`src/rtl/shift_lr_pipe.sv`:
```
// Pipelined logical/arithmetic/rotate shifter: one register stage per shift-amount
// bit, valid/ready handshake with bubble collapse, carry-out and zero flags.
module shift_lr_pipe #(
  parameter  int WIDTH = 32,
  localparam int SW    = $clog2(WIDTH)
) (
  input  logic             clk,
  input  logic             rst_n,
  input  logic             in_valid,
  output logic             in_ready,
  input  logic [WIDTH-1:0] x,
  input  logic [SW-1:0]    s,
  input  logic             left,
  input  logic             log,
  input  logic             rot,
  output logic             out_valid,
  input  logic             out_ready,
  output logic [WIDTH-1:0] z,
  output logic             cout,
  output logic             zero
);

  logic [WIDTH-1:0] data_r  [SW];
  logic             valid_r [SW];
  logic             cout_r  [SW];
  logic [SW-1:0]    s_r     [SW-1];
  logic             left_r  [SW-1];
  logic             log_r   [SW-1];
  logic             rot_r   [SW-1];
  logic             zero_r;
  logic [SW-1:0]    adv_s;

  // Stage k may load whenever it is empty or its contents move on this edge.
  always_comb begin
    adv_s         = {SW{1'b0}};
    adv_s[SW-1]   = ~valid_r[SW-1] | out_ready;
    for (int k = SW - 2; k >= 0; k--) begin
      adv_s[k] = ~valid_r[k] | adv_s[k+1];
    end
  end

  for (genvar k = 0; k < SW; k++) begin : g_stage
    localparam int AMT = 1 << k;

    logic [WIDTH-1:0] d_in_s;
    logic [WIDTH-1:0] d_nx_s;
    logic [SW-1:0]    s_in_s;
    logic             v_in_s;
    logic             l_in_s;
    logic             g_in_s;
    logic             r_in_s;
    logic             c_in_s;
    logic             b_s;
    logic             c_nx_s;

    if (k == 0) begin : g_src
      assign d_in_s = x;
      assign s_in_s = s;
      assign v_in_s = in_valid;
      assign l_in_s = left;
      assign g_in_s = log;
      assign r_in_s = rot;
      assign c_in_s = 1'b0;
    end else begin : g_src
      assign d_in_s = data_r[k-1];
      assign s_in_s = s_r[k-1];
      assign v_in_s = valid_r[k-1];
      assign l_in_s = left_r[k-1];
      assign g_in_s = log_r[k-1];
      assign r_in_s = rot_r[k-1];
      assign c_in_s = cout_r[k-1];
    end

    // The amount travels shifted down one bit per stage, so only the last stage's
    // bit 0 can be set and the reduction equals that bit.
    if (k == SW - 1) begin : g_bit
      assign b_s = |s_in_s;
    end else begin : g_bit
      assign b_s = s_in_s[0];
    end

    // Shift/rotate by 2^k; COUT takes the last bit leaving (or wrapping) the word.
    always_comb begin
      d_nx_s = d_in_s;
      c_nx_s = c_in_s;
      if (b_s) begin
        if (l_in_s) begin
          c_nx_s = d_in_s[WIDTH-AMT];
          if (r_in_s) begin
            d_nx_s = (d_in_s << AMT) | (d_in_s >> (WIDTH - AMT));
          end else begin
            d_nx_s = d_in_s << AMT;
          end
        end else begin
          c_nx_s = d_in_s[AMT-1];
          if (r_in_s) begin
            d_nx_s = (d_in_s >> AMT) | (d_in_s << (WIDTH - AMT));
          end else if (g_in_s) begin
            d_nx_s = d_in_s >> AMT;
          end else begin
            d_nx_s = $signed(d_in_s) >>> AMT;
          end
        end
      end else begin
        d_nx_s = d_in_s;
        c_nx_s = c_in_s;
      end
    end

    // Result path register; payload only captured for real operations.
    always_ff @(posedge clk or negedge rst_n) begin
      if (!rst_n) begin
        valid_r[k] <= 1'b0;
        data_r[k]  <= {WIDTH{1'b0}};
        cout_r[k]  <= 1'b0;
      end else if (adv_s[k]) begin
        valid_r[k] <= v_in_s;
        if (v_in_s) begin
          data_r[k] <= d_nx_s;
          cout_r[k] <= c_nx_s;
        end
      end
    end

    if (k < SW - 1) begin : g_ctl
      // Control fields carried forward to the remaining stages.
      always_ff @(posedge clk or negedge rst_n) begin
        if (!rst_n) begin
          s_r[k]    <= {SW{1'b0}};
          left_r[k] <= 1'b0;
          log_r[k]  <= 1'b0;
          rot_r[k]  <= 1'b0;
        end else if (adv_s[k] && v_in_s) begin
          s_r[k]    <= s_in_s >> 1;
          left_r[k] <= l_in_s;
          log_r[k]  <= g_in_s;
          rot_r[k]  <= r_in_s;
        end
      end
    end else begin : g_zero
      // Zero flag registered alongside the final data.
      always_ff @(posedge clk or negedge rst_n) begin
        if (!rst_n) begin
          zero_r <= 1'b0;
        end else if (adv_s[k] && v_in_s) begin
          zero_r <= (d_nx_s == {WIDTH{1'b0}});
        end
      end
    end
  end

  assign in_ready  = adv_s[0];
  assign out_valid = valid_r[SW-1];
  assign z         = data_r[SW-1];
  assign cout      = cout_r[SW-1];
  assign zero      = zero_r;

endmodule

```
`config.mk`:
```
export PLATFORM = sky130hd
export DESIGN_NAME = shift_lr_pipe
export DESIGN_NICKNAME = d
export VERILOG_FILES = /design/src/rtl/shift_lr_pipe.sv
export SDC_FILE = /design/constraint.sdc
export NUM_CORES = 1
export LEC_CHECK = 0
export CORE_ASPECT_RATIO = 0.6
export CORE_MARGIN = 2
export CORE_UTILIZATION = 45
export CTS_CLUSTER_SIZE = 12
export DETAILED_ROUTE_END_ITERATION = 6
export PLACE_DENSITY = 0.75
export SLEW_MARGIN = 10
export SYNTH_ARGS = -nofsm -noshare
export SYNTH_HDL_FRONTEND = slang
export SYNTH_SLANG_ARGS = --single-unit
```
`constraint.sdc`:
```
create_clock -name clk -period 3.2 [get_ports clk]
set_input_delay 0.48 -clock clk [delete_from_list [all_inputs] [get_ports clk]]
set_output_delay 0.48 -clock clk [all_outputs]
set_load 0.05 [all_outputs]
```
# Yosys cells after proc, flatten, opt, wreduce, memory -nomap -nowiden

Index checks and enable logic that the tools add are counted.

Output and inout port bits: 36
Logic and storage cells: 97
Register bits after elaboration: 193

Bitwise logic cells: 19
Muxes and demuxes: 35
Reduce and logical (&&, ||, !) cells: 11

Operators by type and width:

| cell                         | number |
|---|---|
| two-way mux 32 bit           | 25 |
| logical NOT 32 bit           | 1 |
| bitwise OR 16 x 32 -> 32 bit | 1 |
| bitwise OR 24 x 32 -> 32 bit | 1 |
| bitwise OR 28 x 32 -> 32 bit | 1 |
| bitwise OR 30 x 32 -> 32 bit | 1 |
| bitwise OR 31 x 32 -> 32 bit | 1 |
| bitwise OR 32 x 1 -> 32 bit  | 1 |
| bitwise OR 32 x 2 -> 32 bit  | 1 |
| bitwise OR 32 x 4 -> 32 bit  | 1 |
| bitwise OR 32 x 8 -> 32 bit  | 1 |
| two-way mux 1 bit            | 10 |
| AND reduction 2 bit          | 5 |
| logical AND 1 bit            | 5 |
| inverter 1 bit               | 5 |
| bitwise OR 1 bit             | 5 |

# Depth between registers and ports, before layout

Word-level depth: 7
Mapped depth: 7
Gate-level depth less buffers: 5

# Worst setup path before layout

OpenSTA, ideal clock, no wires.

Path type: register to register
Start: register valid_r, in the netlist out_valid
End: register left_r, in the netlist g_stage[1].l_in_s
Arrival time: 2.009 ns
Cell stages (with the launch flop): 6
Path slack: 1.064 ns
Clock period less this slack: 2.136 ns
Path buffers: 1
Cell sequence: dfrtp_1 and4b_1 nand3_2 nand2_2 buf_4 mux2_1

Word-level cells in the longest chain between the ends: 7

Ends and longest elaborated chain:

| element                         | line | RTL |
|---|---|---|
| start, declared                 | 24   | `logic valid_r [SW];` |
| start signal, assigned by index | 117  | `valid_r[k] <= v_in_s;` |
| inverter 1 bit                  | 36   | `adv_s[SW-1] = ~valid_r[SW-1] \| out_ready;` |
| bitwise OR 1 bit                | 36   |  |
| bitwise OR 1 bit (4 in a row)   | 38   | `adv_s[k] = ~valid_r[k] \| adv_s[k+1];` |
| named net in_ready              | 10   | `output logic in_ready,` |
| logical AND 1 bit               | 133  | `end else if (adv_s[k] && v_in_s) begin` |
| end signal, assigned by index   | 135  | `left_r[k] <= l_in_s;` |
| end, declared                   | 27   | `logic left_r [SW-1];` |

The timed path passes the listed nets, and every way through them passes these cells.
A chain may end at the register's enable or synchronous reset.

# Worst setup path after layout

Start: input port out_ready
End: output port in_ready

Word-level cells in the longest chain between the ends: 5

Ends and longest elaborated chain:

| element                       | line | RTL |
|---|---|---|
| start, declared               | 17   | `input logic out_ready,` |
| bitwise OR 1 bit              | 36   |  |
| bitwise OR 1 bit (4 in a row) | 38   |  |
| end, declared                 | 10   |  |

No other way between the ends.

==> flow_summary.json <==
{
  "wirelength_mm": 23.6,
  "antenna_cells": 0,
  "grt_usage": 0.209,
  "antenna_found_initial": 0,
  "synth_edf_count": 0,
  "rsz0062_at_grt": "no",
  "hold_ws_ps": 38.7,
  "hold_class": "input pin to asynchronous set/reset pin",
  "final_core_util": 0.529,
  "cts-root-buf": "clkbuf_16",
  "slew-limit-headroom": 0.340,
  "criticalPathCategory": "input pin to output pin",
  "dieHeight_um": 120,
  "first_pass_iters": 6,
  "antenna_left": 0,
  "reg2reg_slack_ps": 1180,
  "p_total_mw": 10.9,
  "worst_setup_path_start_kind": "input pin",
  "synthFlopType": "dfrtp_1",
  "synth_largest_area_cell": "dfrtp_1",
  "dp_hpwl_mm": 17.0,
  "grt.overflow.total": 0,
  "final_layout_size_suffix_gt1_frac": 0.0584,
  "path_max_fanout": 4,
  "rows": 42,
  "cellPowerDensity_nw_per_um2": 937,
  "ys_seq_elements": 193,
  "synthTopCellsByCount": "298 x nand2_1, 193 x dfrtp_1, 179 x o21ai_1, 119 x o21ai_0, 108 x mux2i_1",
  "period_share": 0.819,
  "cpPeakStageDelay_ps": 810,
  "final-hold-violation-count": 0,
  "synthTopCellsByArea": "dfrtp_1 48%, nand2_1 11%, mux2i_1 11%",
  "outcome": "complete, no violations",
  "end_kind": "output pin",
  "numCtsBuffers": 17,
  "vias": 8225,
  "cts_resized": 0,
  "grt_pass1_wl_mm": 39.5,
  "wl_per_cell_um": 16.0,
  "drv_cap": 0,
  "synth_area_um2": 10100,
  "crit_top_cell": "clkdlybuf4s50_1",
  "clk_path_buf_depth": 2,
  "synth_fp_nets": 1188,
  "worst_path_max_delay_cell": "clkdlybuf4s50_1",
  "p_leak_nw": 5.07,
  "area_delta_synth_final_pct": 15.7,
  "synth.most_common_cell": "nand2_1",
  "crit_buf_inv": 2,
  "via_per_inst": 5.60,
  "clock_skew_ps": 7.97,
  "path_cells": "clkdlybuf4s50_1 > and4b_1 > nand3_2 > clkdlybuf4s50_1",
  "fillers": 1957,
  "port_buffers": 79,
  "first_iter_violations": 951,
  "fin_area_um2": 11600,
  "cp_top_family": "buffers and inverters",
  "slew_violations": 0,
  "numClockSinks": 193,
  "cp_data_required_time_ps": 2720,
  "grt_max_degree": 76,
  "tns_ps": 0,
  "synth.avg_cell_area_um2": 8.80,
  "grt_pass1_vias": 7593,
  "max-vdd-ir-drop_uv": 440,
  "place_congestion": 0.893,
  "ctsHtreeMaxLevel": 4,
  "clk_pin_slew_ps": 70,
  "clkLatencyLatePin_ps": 440,
  "drc": 0,
  "die_w_um": 197,
  "design.die.area_um2": 23600,
  "yosysUniqueCellTypes": 42,
  "cts_tree": "yes",
  "post-cts-setup-buffers": 0,
  "layout.nets": 1213,
  "fin_crit_ps": 2620,
  "start_util": 0.457,
  "tightest_slew_ps": 990,
  "holdBufCountCts": 0,
  "pin_count": 80,
  "yosysSeqAreaShare": 0.480,
  "fmax_mhz": 382,
  "syn-instance-count": 1144,
  "worstPathArrival_ps": 2140,
  "core_um2": 22000,
  "async_flop_share": 1.00,
  "dpl-instance-area_um2": 11000,
  "yosys_warnings": 0,
  "finalSetupViolations": 0,
  "synth_top_area_share": 0.480
}
==> final timing paths <==
path                                      start                   end  depth (start not counted)
max in group asynchronous                 rst_n  g_stage[2].s_in_s[0]                          2
max                                   out_ready              in_ready                          4
max reg2reg                g_stage[4].s_in_s[0]                  z[6]                          4
min in group clk           g_stage[1].s_in_s[2]  g_stage[2].s_in_s[1]                          1
min reg2reg                g_stage[1].s_in_s[2]  g_stage[2].s_in_s[1]                          1
min                                       rst_n                 z[10]                          1
==> metrics by stage <==
stage	std cells	worst slack (ps)
global placement	1436	579
detailed placement	1436	579
finish	1468	580
floorplan	1144	1060
global route	1468	496
CTS	1468	562
==> per-layer routing <==
metal / vias to the layer above / global-route usage / share of wire
met2: 216 / 0.293 / 0.43
met5: - / 0 / 0
met4: 0 / 0.0475 / 0.0080
li1: 4032 / - / -
met3: 15 / 0.0503 / 0.062
met1: 3962 / 0.324 / 0.50
==> layout make-up <==
type                    instances  area, um^2  share of cell area
repair buffers                 99         997              0.0856
well taps                     286         358              0.0307
clock inverters                 9         153              0.0131
clock buffers                  23         488              0.0419
inverters                       4        15.0             0.00129
flip-flops and latches        193        4830               0.415
multi-input cells             854        4810               0.413
==> kinds of logic (layout without fill, tap and decap cells) <==
logic type	count (synthesis)	after routing	share of synthesized area
buf+inv	97	135	0.0436
compound gates	364	364	0.196
simple gates	359	359	0.148
mux	131	131	0.133
flops	193	193	0.480
==> sequential cells by signal, summed over array words and instances, names as in the netlist <==
register        cells
g_stage.s_in_s     10
g_stage.l_in_s      4
g_stage.g_in_s      4
zero                1
g_stage.v_in_s      4
cout                1
z                  32
g_stage.c_in_s      4
out_valid           1
g_stage.r_in_s      4
g_stage.d_in_s    128
==> layout by cell type (no fill, tap or decap), drive strengths merged, types with 2 or more instances in the layout <==
cell type	count
a21oi	18
nand3	19
clkdlybuf4s50	76
bufinv	4
nor2	2
inv	4
nor3	3
buf	22
a221oi	16
nand2	300
nand2b	14
mux2	23
a22oi	20
dfrtp	193
mux2i	108
o211ai	3
o31ai	2
clkbuf	24
nor2b	8
nor4	6
o22ai	2
o21ai	298
clkinv	5
==> where the power goes <==
group / internal, mW / total [mW] / switching, mW
Combinational: 1.66 / 4.22 / 2.56
Clock: 1.39 / 2.31 / 0.919
Sequential: 3.32 / 4.38 / 1.07
Total: 6.37 / 10.9 / 4.54
Power figures use the tool's default switching activity.
